File: src/rtl/nibble_harvard_memory_pkg.sv
// Shared types and constants for the nibble Harvard memory.
// NIBBLE_MEM_DATA_PRELOAD_EN selects a loader-fed data phase; otherwise data RAM is cleared.
package nibble_harvard_memory_pkg;

  localparam int PROG_DEPTH = 32;
  localparam int DATA_DEPTH = 16;
  localparam logic [3:0] OPC_HALT = 4'b0001;

`ifdef NIBBLE_MEM_DATA_PRELOAD_EN
  typedef enum logic [1:0] {
    LOAD_PROG = 2'd0,
    LOAD_DATA = 2'd1,
    RUN       = 2'd2
  } state_t;
`else
  typedef enum logic [1:0] {
    LOAD_PROG = 2'd0,
    CLEAR     = 2'd1,
    RUN       = 2'd2
  } state_t;
`endif

endpackage

File: src/rtl/nibble_mem_loader.sv
// Load sequencer: streams the program image, then preloads or clears data RAM, then runs the CPU.
// NIBBLE_MEM_DATA_PRELOAD_EN chooses the second phase.
module nibble_mem_loader
  import nibble_harvard_memory_pkg::*;
(
  input  logic       clk,
  input  logic       reset,
  input  logic       load_valid,
  input  logic       reload,
  output logic       load_ready,
  output logic       cpu_reset,
  output logic       run,
  output logic       prog_we,
  output logic       fill_we,
  output logic [4:0] cnt
);

  state_t     state_q, state_d;
  logic [4:0] cnt_q, cnt_d;

  always_ff @(posedge clk) begin
    if (!reset) begin
      state_q <= LOAD_PROG;
      cnt_q   <= '0;
    end else begin
      state_q <= state_d;
      cnt_q   <= cnt_d;
    end
  end

  always_comb begin
    state_d    = state_q;
    cnt_d      = cnt_q;
    load_ready = 1'b0;
    cpu_reset  = 1'b1;
    run        = 1'b0;
    prog_we    = 1'b0;
    fill_we    = 1'b0;
    case (state_q)
      LOAD_PROG: begin
        load_ready = 1'b1;
        if (load_valid) begin
          prog_we = 1'b1;
          if (cnt_q == 5'd31) begin
            cnt_d   = '0;
`ifdef NIBBLE_MEM_DATA_PRELOAD_EN
            state_d = LOAD_DATA;
`else
            state_d = CLEAR;
`endif
          end else begin
            cnt_d = cnt_q + 5'd1;
          end
        end
      end
`ifdef NIBBLE_MEM_DATA_PRELOAD_EN
      LOAD_DATA: begin
        load_ready = 1'b1;
        if (load_valid) begin
          fill_we = 1'b1;
          if (cnt_q == 5'd7) begin
            cnt_d   = '0;
            state_d = RUN;
          end else begin
            cnt_d = cnt_q + 5'd1;
          end
        end
      end
`else
      CLEAR: begin
        fill_we = 1'b1;
        if (cnt_q == 5'd15) begin
          cnt_d   = '0;
          state_d = RUN;
        end else begin
          cnt_d = cnt_q + 5'd1;
        end
      end
`endif
      RUN: begin
        cpu_reset = 1'b0;
        run       = 1'b1;
        if (reload) begin
          state_d = LOAD_PROG;
          cnt_d   = '0;
        end
      end
      default: begin
        state_d = LOAD_PROG;
        cnt_d   = '0;
      end
    endcase
  end

  assign cnt = cnt_q;

endmodule

File: src/rtl/nibble_harvard_memory.sv
// Harvard memory for a nibble CPU: 32x8 program RAM, 16x4 data RAM, both read combinationally.
// NIBBLE_MEM_DATA_PRELOAD_EN: data RAM is filled from the loader stream instead of cleared.
module nibble_harvard_memory
  import nibble_harvard_memory_pkg::*;
(
  input  logic       clk,
  input  logic       reset,
  input  logic [4:0] program_counter,
  output logic [7:0] instruction,
  input  logic [3:0] address_in,
  input  logic [3:0] data_in,
  input  logic       write_to_memory,
  output logic [3:0] data_out,
  input  logic [7:0] load_data,
  input  logic       load_valid,
  output logic       load_ready,
  input  logic       reload,
  output logic       cpu_reset,
  output logic       halted
);

  logic [7:0] prog_mem [PROG_DEPTH];
  logic [3:0] data_mem [DATA_DEPTH];

  logic       run;
  logic       prog_we;
  logic       fill_we;
  logic       cpu_we;
  logic [4:0] cnt;

  nibble_mem_loader u_loader (
    .clk        (clk),
    .reset      (reset),
    .load_valid (load_valid),
    .reload     (reload),
    .load_ready (load_ready),
    .cpu_reset  (cpu_reset),
    .run        (run),
    .prog_we    (prog_we),
    .fill_we    (fill_we),
    .cnt        (cnt)
  );

  // CPU stores only land in RUN; the CPU's STA decode can fire while it is held in reset.
  assign cpu_we = run && write_to_memory;

  always_ff @(posedge clk) begin
    if (reset && prog_we) begin
      prog_mem[cnt] <= load_data;
    end
  end

  always_ff @(posedge clk) begin
    if (reset) begin
      if (cpu_we) begin
        data_mem[address_in] <= data_in;
      end
`ifdef NIBBLE_MEM_DATA_PRELOAD_EN
      if (fill_we) begin
        data_mem[{cnt[2:0], 1'b0}] <= load_data[3:0];
        data_mem[{cnt[2:0], 1'b1}] <= load_data[7:4];
      end
`else
      if (fill_we) begin
        data_mem[cnt[3:0]] <= 4'h0;
      end
`endif
    end
  end

  assign instruction = prog_mem[program_counter];
  assign data_out    = data_mem[address_in];
  assign halted      = (instruction[7:4] == OPC_HALT);

endmodule

File: config.mk
export PLATFORM = sky130hd
export DESIGN_NAME = nibble_harvard_memory
export DESIGN_NICKNAME = d
export VERILOG_FILES = /design/src/rtl/nibble_harvard_memory_pkg.sv /design/src/rtl/nibble_mem_loader.sv /design/src/rtl/nibble_harvard_memory.sv
export SDC_FILE = /design/constraint.sdc
export NUM_CORES = 1
export LEC_CHECK = 0
export CORE_MARGIN = 3
export CORE_UTILIZATION = 61
export DETAILED_ROUTE_END_ITERATION = 8
export HOLD_SLACK_MARGIN = 0.15
export MAX_ROUTING_LAYER = met4
export PLACE_DENSITY_LB_ADDON = 0.05
export REMOVE_ABC_BUFFERS = 1
export SLEW_MARGIN = 30
export SYNTH_ARGS = -nofsm -noshare
export SYNTH_HDL_FRONTEND = slang
export SYNTH_SLANG_ARGS = --single-unit
File: constraint.sdc
create_clock -name clk -period 5.7 [get_ports clk]
set_input_delay 1.71 -clock clk [delete_from_list [all_inputs] [get_ports clk]]
set_output_delay 1.71 -clock clk [all_outputs]
set_load 0.005 [all_outputs]
==> impl_summary.md, run 1 <==
Power
IR analysis of the VDD net gives a maximum drop of 0.234 mV. Of the total power, the clock network draws 42.4%. In this run, the combinational gates consume 5.4% of the power.

Cell internal power was estimated by the tool at 0.00409 W. In this run switching power makes up 19.4% of total power. Summed over all nets, the switching power comes to about 0.00099 W. The power density relative to cell area is 337 nW/um^2. After layout, the design draws a total of between 0.005 and 0.006 W.

The proportion of power drawn by flip-flops and latches is a little over half. For this design the static power due to leakage is 4.83 nW.

STA
After routing, the total negative slack on setup checks comes to 0 ps. The setup clock skew after layout is between 15 and 20 ps. After layout, the worst path uses 99.1% of the clock period.

Setup repair after global routing left no endpoint under its margin. The max-slew headroom at the worst pin is roughly a third. The final count of hold timing violations is 0. The highest clock frequency the design can meet is around 0.18 GHz. The number of failing setup endpoints in the final timing report is 0.

The count of pins over their slew limit came to 0. For the pin with the worst max-slew slack, the measured transition is around 1000 ps. The routed design could run at a clock period as short as about 5600 ps. The minimum setup slack in the final design is between 50 and 60 ps.

GRT
For this run, global-route usage on met2 was measured as 40.3%. After global routing, the most crowded layer is met2. The combined global-route utilization of all metal layers is 24.5%.

Entering global routing, the biggest net connects 33 pins. The global-route wire length before repair is a little over 40000 um. The global route total overflow is 0. The routing usage on met3 is under 10%. The number of global-route vias before repair came to ~6500. The initial antenna violation count is 1. Global routing consumed, on the met1 layer, 32.9% of the routing resources.

Route
The number of nets with antenna violations after routing is 0. For this block, the routed nets add up to 26800 um of wire. The number of DRC markers after the initial detailed-route iteration is 631. The number of search-and-repair iterations in the first detailed-routing pass is 5.

After detailed routing, the number of vias per cell comes to 6.44. The routed via count is 6232. The average routed wire per standard cell is around 28 um. After detailed routing, the number of remaining DRC violations is 0.

Hold path
The hold path startpoint is u_loader.cnt[1]$_SDFFE_PN0P_. The tightest min-delay check is of the flip-flop to flip-flop type.

Synth
Yosys mapped a number of flops with a built-in enable equal to 320. During synthesis, Yosys emitted a total of 0 warnings. The cell count after synthesis is 602. The cell area after synthesis is 13100 um^2. Counting flops with an async set or reset pin after synthesis yields a share of 0%. After synthesis, flip-flops and latches occupy 74.6% of the total area. The average footprint of a synthesized cell is 21.7 um^2. The number of distinct library cells after synthesis is 39. The most instantiated flip-flop cell in the synthesis netlist is edfxtp_1. The number of register bits inferred by synthesis is 327.

Die
41 I/O pins were placed. The full die area is around 23000 um^2. The height of the die is 152 um.

The die is 152 um wide. The core region is 20600 um^2. The starting utilization of the core area is 63.4%. The cell row count is 52.

Clocking
For this design, the CTS-stage hold fixing added 0 buffers. The TritonCTS clock tree is done. The post-CTS clock slew at the launch and capture registers of the worst setup and hold paths is about 60 ps. Counting every sink on the clock net gives 327.

The CTS H-tree depth is 2. At the later pin of the worst-skew pair, clock insertion delay measures 510 ps. After clock tree synthesis, the setup repair step added 0 buffers. CTS placed an instance of clkbuf_16 at the clock tree root. The number of clock buffers inserted by TritonCTS is 34.

The clock passes through at most 3 buffers.

Setup path
The startpoint identified for the worst register-to-register timing path is u_loader.state_q[1]$_SDFFE_PN0P_. The critical path in this run is classified as input port to primary output. At the worst endpoint, the required time is ~4000 ps. The most critical setup path has its startpoint at program_counter[0].

The endpoint arrival time on the critical path is roughly 3900 ps. The element type at the critical path start is an input port. Along the worst path, the maximum fanout reaches 7. The kind of end point of the critical path is a primary output.

Final layout
At the end of the flow, the number of nets in the layout was 706. The layout overhead on the synthesized area is 15.2%. The number of fillers in the final layout is about 1200.

Of the cells placed in the final design, the portion with a size suffix greater than 1 is roughly a quarter. For this run, the share of the core covered by cells in the final layout is 73.0%. Excluding fillers, the count of instances in the completed layout stands at approximately 970.

Outcome
The flow ran to the end, and the final reports show no timing, DRC or antenna violations.

Placement
Including well taps, the total number of placed cells is 904. Routability-driven placement finished with a final weighted congestion of 0.814. The total of buffers placed on input and output ports is 40. Once detailed placement completed, the half-perimeter wirelength came to 16900 um.

The post-placement worst setup slack is -298 ps.

Flow run
The count of max-cap constraint violations is 0.
-- power by group through the flow --
| stage | clock network (W) | registers [W] | logic, W |
|---|---|---|---|
| floorplan | 0 | 0.00270 | 0.000116 |
| global placement | 0 | 0.00270 | 0.000263 |
| detailed placement | 0 | 0.00270 | 0.000270 |
| CTS | 0.00219 | 0.00265 | 0.000274 |
| global route | 0.00229 | 0.00265 | 0.000294 |
| finish | 0.00215 | 0.00265 | 0.000276 |
-- kinds of logic (layout without fill, tap and decap cells) --
family,Yosys count,after routing,synth area share [%]
mux,113,113,18.7
buf+inv,37,132,1.35
other cells,0,1,0
flops,327,327,74.6
fa+ha+maj,7,7,0.670
simple gates,97,97,3.61
compound gates,21,21,1.06
-- cell usage in the layout, fill, tap and decap left out, types with 2 or more instances in the layout --
master	instances
mux2_2	9
buf_6	2
dfxtp_1	7
mux2i_1	3
clkinv_2	5
nor3_1	5
buf_4	14
inv_1	8
clkbuf_1	5
nor2b_1	3
clkbuf_16	39
nand2_1	9
a21oi_1	3
a31oi_1	2
buf_2	8
and2_1	5
and3_1	5
nand2b_1	3
bufinv_16	3
mux4_1	14
or3_1	2
buf_12	7
ha_1	7
clkinv_1	9
nand3_1	9
nor2_1	46
o21ai_0	5
edfxtp_1	320
nand3b_1	3
a21boi_0	3
mux4_2	86
dlygate4sd2_1	2
a211oi_1	2
nor2_2	3
clkdlybuf4s50_1	27
-- per-layer routing --
layer	wire length [um]	share of wire, %
met1	10300	38
met2	14100	53
met3	1960	7.3
met4	490	1.8
met5	0	0
-- flip-flops by register name (all words and copies together), names as in the netlist --
register and cells:
prog_mem 256, data_mem 64, u_loader.state_q 2, u_loader.cnt 5
-- critical path: stages --
cell and delay, ps:
buf_4 210, clkbuf_16 200, mux4_2 530, mux4_2 540, mux2_2 290, clkdlybuf4s50_1 440
-- worst paths after layout --
path | cells past startpoint | endpoint | slack, ps
setup / recovery | 6 | instruction[3] | 50
setup reg to reg | 4 | data_mem[14][2]$_DFFE_PP_ | 3020
hold reg to reg | 2 | u_loader.cnt[1]$_SDFFE_PN0P_ | 590
hold / removal | 2 | u_loader.cnt[1]$_SDFFE_PN0P_ | 590
-- repair_timing --
item                       4_1_cts  5_1_grt
setup endpoints to repair        6        5
cloned                           1        2
resized for setup                6        3
-- metrics by stage --
stage	cell area [um^2]	hold WS, ps
5_1_grt	15100	631
2_1_floorplan	12900	503
4_1_cts	15000	588
6_report	15100	588
3_3_place_gp	13900	550
3_5_place_dp	13900	559
-- cell type report --
cell class                      count  area (um^2)  share of cell area [%]
Clock inverter                     18          158                    1.05
Tap cell                          270          338                    2.24
Clock buffer                       42          945                    6.27
Antenna cell                        1         2.50                  0.0166
Inverter                            8         30.0                   0.199
Multi-Input combinational cell    238         3160                    21.0
Sequential cell                   327         9750                    64.7
Timing Repair Buffer               64          683                    4.54
-- synth_stat cells, types with 2 or more instances --
| cell | count | share of area, % |
|---|---|---|
| and3_1 | 5 | 0.24 |
| nor2_1 | 49 | 1.4 |
| or3_1 | 2 | 0.096 |
| mux2i_1 | 3 | 0.23 |
| edfxtp_1 | 320 | 73 |
| a211oi_1 | 2 | 0.11 |
| dfxtp_1 | 7 | 1.1 |
| nand2_1 | 9 | 0.26 |
| nor2b_1 | 3 | 0.14 |
| nand2b_1 | 3 | 0.14 |
| mux2_2 | 9 | 0.78 |
| inv_1 | 8 | 0.23 |
| clkbuf_1 | 17 | 0.49 |
| o21ai_0 | 5 | 0.19 |
| and2_1 | 5 | 0.24 |
| mux4_2 | 86 | 15 |
| buf_6 | 2 | 0.17 |
| buf_1 | 4 | 0.11 |
| a21boi_0 | 3 | 0.17 |
| ha_1 | 7 | 0.67 |
| nand3b_1 | 3 | 0.17 |
| nand3_1 | 9 | 0.34 |
| a31oi_1 | 2 | 0.096 |
| nor3_1 | 5 | 0.19 |
| mux4_1 | 14 | 2.8 |
| buf_2 | 5 | 0.19 |
| a21oi_1 | 3 | 0.11 |
Power figures use the tool's default switching activity.
==> inputs of run 2 (changes only) <==
Settings changed: GPL_TIMING_DRIVEN set to 0.
==> impl_summary.md, run 2 (synthesis gave the netlist of run 1 again) <==
Outcome
The flow ran to the end, and the final reports show no timing, DRC or antenna violations.

Final layout
The sequential cells in the finished layout cover a total of 9750 um^2. The number of antenna diodes is 0. From synthesis to final layout, the design area changed by 13.1%. In the final layout, the multi-input gates occupy 3130 um^2. Leaving out fill and tap cells, the most frequent cell in the layout is edfxtp_1. The post-layout net count is 693. The finished cells cover 14800 um^2. In the layout the commonest cells are edfxtp_1, mux4_2, nor2_1. prog_mem holds more flip-flops than any other register.

Of the cells placed in the final design, the portion with a size suffix greater than 1 is 25.2%. The layout has about 1200 filler cells. The final instance count without filler cells is 953.

The number of flip-flops in the largest register is 256.

STA
The worst-margin pin slew is 965 ps. The number of failing setup endpoints in the final timing report is 0. The final period utilization is 98.7%. The setup clock skew after layout is 13.0 ps. Based on the critical path, the design can be clocked at up to 0.178 GHz.

The post-route minimum period is 5630 ps. Setup slack closes at 71.9 ps. The count of pins over their slew limit is 0. In this run the tightest slew margin relative to its limit is 35.4%. Setup repair after global routing left no endpoint under its margin.

The final count of hold timing violations was 0.

Clocking
In this run, CTS created clock tree buffers numbering 31. The CTS H-tree depth is 1. Clock-pin slew was measured on the worst setup and hold paths at ~60 ps. The TritonCTS clock tree is done. The total clock sinks is between 300 and 400.

The maximum clock insertion buffer count is 3. The buffer type at the clock tree root is clkbuf_16. The clock latency reported for the late side of the worst-skew pair is 550 ps.

After clock tree synthesis, the flow added hold-fix buffers numbering 0.

Setup path
At the worst endpoint, the arrival time is 3920 ps. The worst path required time is 3990 ps. Among all stages on the critical path, the largest delay is contributed by mux4_2. Of all nets on the critical path, the largest fanout is 14. The kind of end point of the critical path is a primary output. By startpoint and endpoint, the worst setup path is classified as input port to primary output. By instance count, the cell type seen most on the critical path is mux4_2.

The element type at the critical path start is an input port. The maximum single-stage delay on the critical path is 540 ps. The worst reg-to-reg path cell count is 4. Traced cell by cell, the critical path runs through buf_8 > buf_16 > mux4_2 > mux4_2 > mux2_2 > clkdlybuf4s50_1.

Die
The starting utilization of the core area is 63.4%. The full die area is between 20000 and 25000 um^2. Measured along the y axis, the die boundary spans 152 um. The floorplan step defined a core boundary enclosing 20600 um^2. Pin placement for this block handled 41 I/O pins.

Row generation in the floorplan step produced 52 rows. The horizontal die dimension is roughly 150 um.

Route
The number of search-and-repair iterations in the first detailed-routing pass is 5. The routed via count is roughly 6100. The post-detailed-route DRC marker count is 0. Wires add up to roughly 27000 um.

Dividing the detail-routed via count by the number of cells gives 6.44. The top routing layer in use is met4. Dividing the detail-routed wire length by the instance count gives between 20 and 30 um.

The number of DRC markers after the initial detailed-route iteration is roughly 540. The wire length on met1 is 10100 um. The routed design uses 14400 um of met2 wire.

The detail route stage leaves a number of antenna-violating nets equal to 0. The routed wire length on met3 is approximately 1700 um.

Power
Power comes to 0.00473 W. In this run the static leakage power is 4.68 nW. The worst-case IR drop observed on VDD is 0.245 mV. Dividing total power by cell area gives a power density of 320 nW/um^2.

GRT
The combined global-route utilization of all metal layers is 24.1%. The number of global-route vias before repair is 6426. The first global-routing pass estimated about 40000 um of wire. The global route total overflow is 0.

The initial antenna violation count came to 0. The pin count of the biggest net entering global routing is 41.

Placement
The cell area after placement is ~14000 um^2. The total of buffers placed on input and output ports is 40. The count of placed standard cells including taps is a little under 900. Detailed placement ended at an HPWL of 16200 um. At the placement stage, the worst setup path has a slack of -678 ps.

The placer congestion estimate is 0.792.

Hold path
The worst hold path cell count is 2. In this run the worst hold path is classified as flip-flop to flip-flop.

Flow run
Max-cap violations in this run came to 0.
## run 2: changes by cell type in the layout (fill, tap and decap cells not counted), sizes merged
cell and change:
buf -6, bufinv -3, clkbuf -5, clkdlybuf4s50 -1
clkinv +1, clkinvlp +1, diode -1, dlygate4sd2 -1
## run 2: worst max-delay path: cells and delay by family
family / cells / cell delay [ps]
buffers and inverters: 3 / 830
multiplexers: 3 / 1360
## run 2: power by group
group | switching, W | leakage [nW] | internal (W)
combinational | 0.000137 | 1.31 | 0.000138
sequential | 0.00000449 | 2.94 | 0.00265
clock | 0.000813 | 0.436 | 0.000994
## run 2: repair_timing
item,in CTS,in global routing
gates cloned,4,1
setup endpoints to repair,13,3
setup buffers,1,6
gates resized for setup,23,0
## run 2: layer usage
layer | vias up | track usage (%)
li1 | 2644 | -
met5 | - | -
met2 | 260 | 41.4
met1 | 3205 | 31.6
met3 | 33 | 3.44
met4 | 0 | 4.79
## run 2: metrics by stage
step	setup TNS [ps]	hold WS [ps]	util, %
floorplan	0	503	-
global placement	-29100	552	66.3
detailed placement	-2940	556	66.4
CTS	0	575	71.4
global route	0	647	71.7
finish	0	569	71.7
## run 2: worst paths after layout
check                                        start                           end  slack [ps]
setup / recovery                program_counter[0]                instruction[3]          70
hold / removal        u_loader.cnt[1]$_SDFFE_PN0P_  u_loader.cnt[1]$_SDFFE_PN0P_         570
setup reg to reg  u_loader.state_q[0]$_SDFFE_PN0P_      data_mem[1][2]$_DFFE_PP_        3070
hold reg to reg       u_loader.cnt[1]$_SDFFE_PN0P_  u_loader.cnt[1]$_SDFFE_PN0P_         570
## run 2: final cells by class
cell class / instances / share of cell area, %
Clock buffer: 39 / 5.45
Clock inverter: 17 / 0.550
Tap cell: 270 / 2.28
Timing Repair Buffer: 54 / 4.39
Multi-Input combinational cell: 238 / 21.2
Inverter: 8 / 0.203
Sequential cell: 327 / 65.9
==> inputs of run 3 (changes only) <==
Settings changed: TNS_END_PERCENT set to 30.
==> impl_summary.md, run 3 (synthesis gave the netlist of run 1 again) <==
Hold path
The worst min-delay path class is flip-flop to flip-flop. The destination of the worst hold path is u_loader.cnt[1]$_SDFFE_PN0P_. The hold path startpoint is u_loader.cnt[1]$_SDFFE_PN0P_. Counting instances, the worst hold path has a depth of 2.

Die
From left edge to right edge, the die measures 152 um. The floorplan step defined a die boundary enclosing 23200 um^2. The core outline area is 20600 um^2.

After floorplanning, the core was divided into 52 placement rows. In this run the vertical extent of the chip is 152 um. The starting utilization of the core area is 63.4%.

The number of I/O pins is 41.

Route
The first routing iteration left 553 violations. The final layout contains routed wiring with a total length of 26500 um. The first detailed-routing pass took 5 iterations. The routed via count is 6128. Dividing the detail-routed wire length by the instance count gives 28.0 um. In this run the remaining antenna-violating nets after routing total 0. For this run, design rule violations remaining after detail routing come to 0. The detailed-route vias per instance is 6.48.

Final layout
Leaving out fill and tap cells, the most frequent cells in the layout are edfxtp_1, mux4_2, nor2_1. The filler cells instantiated in the layout total 1188. The number of flip-flops in the largest register is ~260. Once layout is complete, the utilization of the core stands at a little under three quarters. The library cell used most frequently in the layout, excluding fill and tap cells, is edfxtp_1. The layout overhead on the synthesized area is 12.5%. The post-layout net count is 686. prog_mem holds more flip-flops than any other register. 0 antenna diodes ended up in the layout. Of the cells placed in the final design, the portion with a size suffix greater than 1 is 24.4%.

STA
The final period utilization is about 99%. The final count of hold timing violations was 0. The count of pins over their slew limit came to 0. Final hold analysis gives a worst-case slack of 569 ps.

The number of failing setup endpoints in the final timing report is 0. The highest clock frequency the design can meet is 0.177 GHz. In this run the tightest slew margin relative to its limit is a little over a third.

The post-route minimum period is 5650 ps. The minimum setup slack in the final design is 53.2 ps. The worst-margin pin slew is 967 ps. The setup clock skew after layout is 11.3 ps.

Power
The switching power as a share of total power is 20.2%. Per report_power, the combinational group accounts for 5.7% of the total. VDD sags by at most 0.245 mV.

The internal power summed over all cells is 0.00377 W. The clock network is responsible for 38.2% of the overall power. Power spread over the standard cell area amounts to 321 nW/um^2. The switching component of the power is 0.000953 W. In this run the static leakage power is ~4.6 nW. Total power for the finished layout comes to 0.00473 W. In this run, flip-flops and latches consume between 50% and 60% of the power.

GRT
The number of global-route vias before repair was roughly 6400. The initial antenna violation count is 0. The combined global-route utilization of all metal layers is 23.9%. The global route total overflow is 0. The pin count of the biggest net entering global routing is 41. The first global-routing pass estimated slightly above 40000 um of wire.

Clocking
Counting along the longest clock path gives a buffer depth of 3. At the later pin of the worst-skew pair, clock insertion delay measures between 500 and 600 ps. The number of hold buffers added after CTS was 0. The TritonCTS clock tree is done. TritonCTS created 31 clock buffers. After clock tree synthesis, the clock-pin slew on the worst setup and hold paths is approximately 60 ps. The total clock sinks is approximately 330. CTS built an H-tree with a depth of 1. CTS placed an instance of clkbuf_16 at the clock tree root.

Setup path
Of all nets on the critical path, the largest fanout is 18. The critical path starts at program_counter[1]. The maximum single-stage delay on the critical path is 490 ps. The worst flop-to-flop path endpoint is data_mem[4][3]$_DFFE_PP_. Data on the critical path arrives at its endpoint at 3940 ps. Walking the worst path, the cells encountered are buf_16 > buf_16 > buf_12 > mux4_2 > mux4_2 > mux2_4 > clkdlybuf4s50_1. The top cell family by delay on the critical path is multiplexers. The cell with the biggest individual delay on the critical path is mux4_2. The worst path required time is 3990 ps.

In this run the critical register-to-register path is launched from u_loader.state_q[0]$_SDFFE_PN0P_. The slack of the worst reg-to-reg path is 3090 ps. For the worst flop-to-flop path, the logic depth is 4.

The element type at the critical path start is an input port. STA classifies the critical path endpoint as a primary output. Counting both buffers and inverters, the worst setup path holds a total of 4. The classification of the worst setup path is input port to primary output.

Placement
The placer congestion estimate is 0.792. The post-placement worst setup slack is -678 ps. The total of buffers placed on input and output ports is 40.

The HPWL after detailed placement is roughly 16000 um.

Flow run
Max-cap violations in this run came to 0.

Outcome
The run finished with clean final reports.
==> run 3: worst max-delay path by stage <==
stage                     end  depth (start not counted)  slack [ps]
2_1_floorplan          halted                          4         760
3_3_place_gp           halted                          6       -3430
3_5_place_dp           halted                          7        -680
4_1_cts        instruction[3]                          6          10
5_1_grt        instruction[7]                          7        -0.5
6_report       instruction[7]                          7          50
==> run 3: worst register-to-register path: cells and delay by family, from the launching register on <==
kind	cells	cell delay [ps]
and+or+nand+nor	3	1190
DFF	1	600
muxes	1	470
==> run 3: power groups by stage <==
stage / Clock [W] / Sequential, W / Combinational, W
2_1_floorplan: 0 / 0.00270 / 0.000116
3_3_place_gp: 0 / 0.00270 / 0.000259
3_5_place_dp: 0 / 0.00270 / 0.000255
4_1_cts: 0.00184 / 0.00265 / 0.000271
5_1_grt: 0.00194 / 0.00265 / 0.000287
6_report: 0.00181 / 0.00265 / 0.000269
==> run 3: what timing repair did <==
action	CTS	global route
buffers inserted	1	0
gates cloned	3	1
gates resized for setup	23	2
setup endpoints to repair	13	5
==> run 3: stage by stage <==
step	cells	setup TNS, ps	instance area, um^2
CTS	945	0	14700
detailed placement	885	-2940	13700
global placement	883	-29100	13700
floorplan	573	0	12900
global route	946	-0.474	14700
finish	946	0	14700
==> run 3: layout make-up <==
cell class	instances	area, um^2	area share [%]
Timing Repair Buffer	47	572	3.89
Clock inverter	17	81.3	0.553
Tap cell	270	338	2.30
Clock buffer	39	806	5.48
Inverter	8	30.0	0.204
Sequential cell	327	9750	66.3
Multi-Input combinational cell	238	3140	21.3
==> run 3: metal layers <==
metal	GRT usage, %	up-vias	wire [um]
met5	-	-	0
met4	5.69	0	473
met3	3.75	34	1810
met2	40.5	264	14200
met1	31.2	3204	10100
li1	-	2626	-
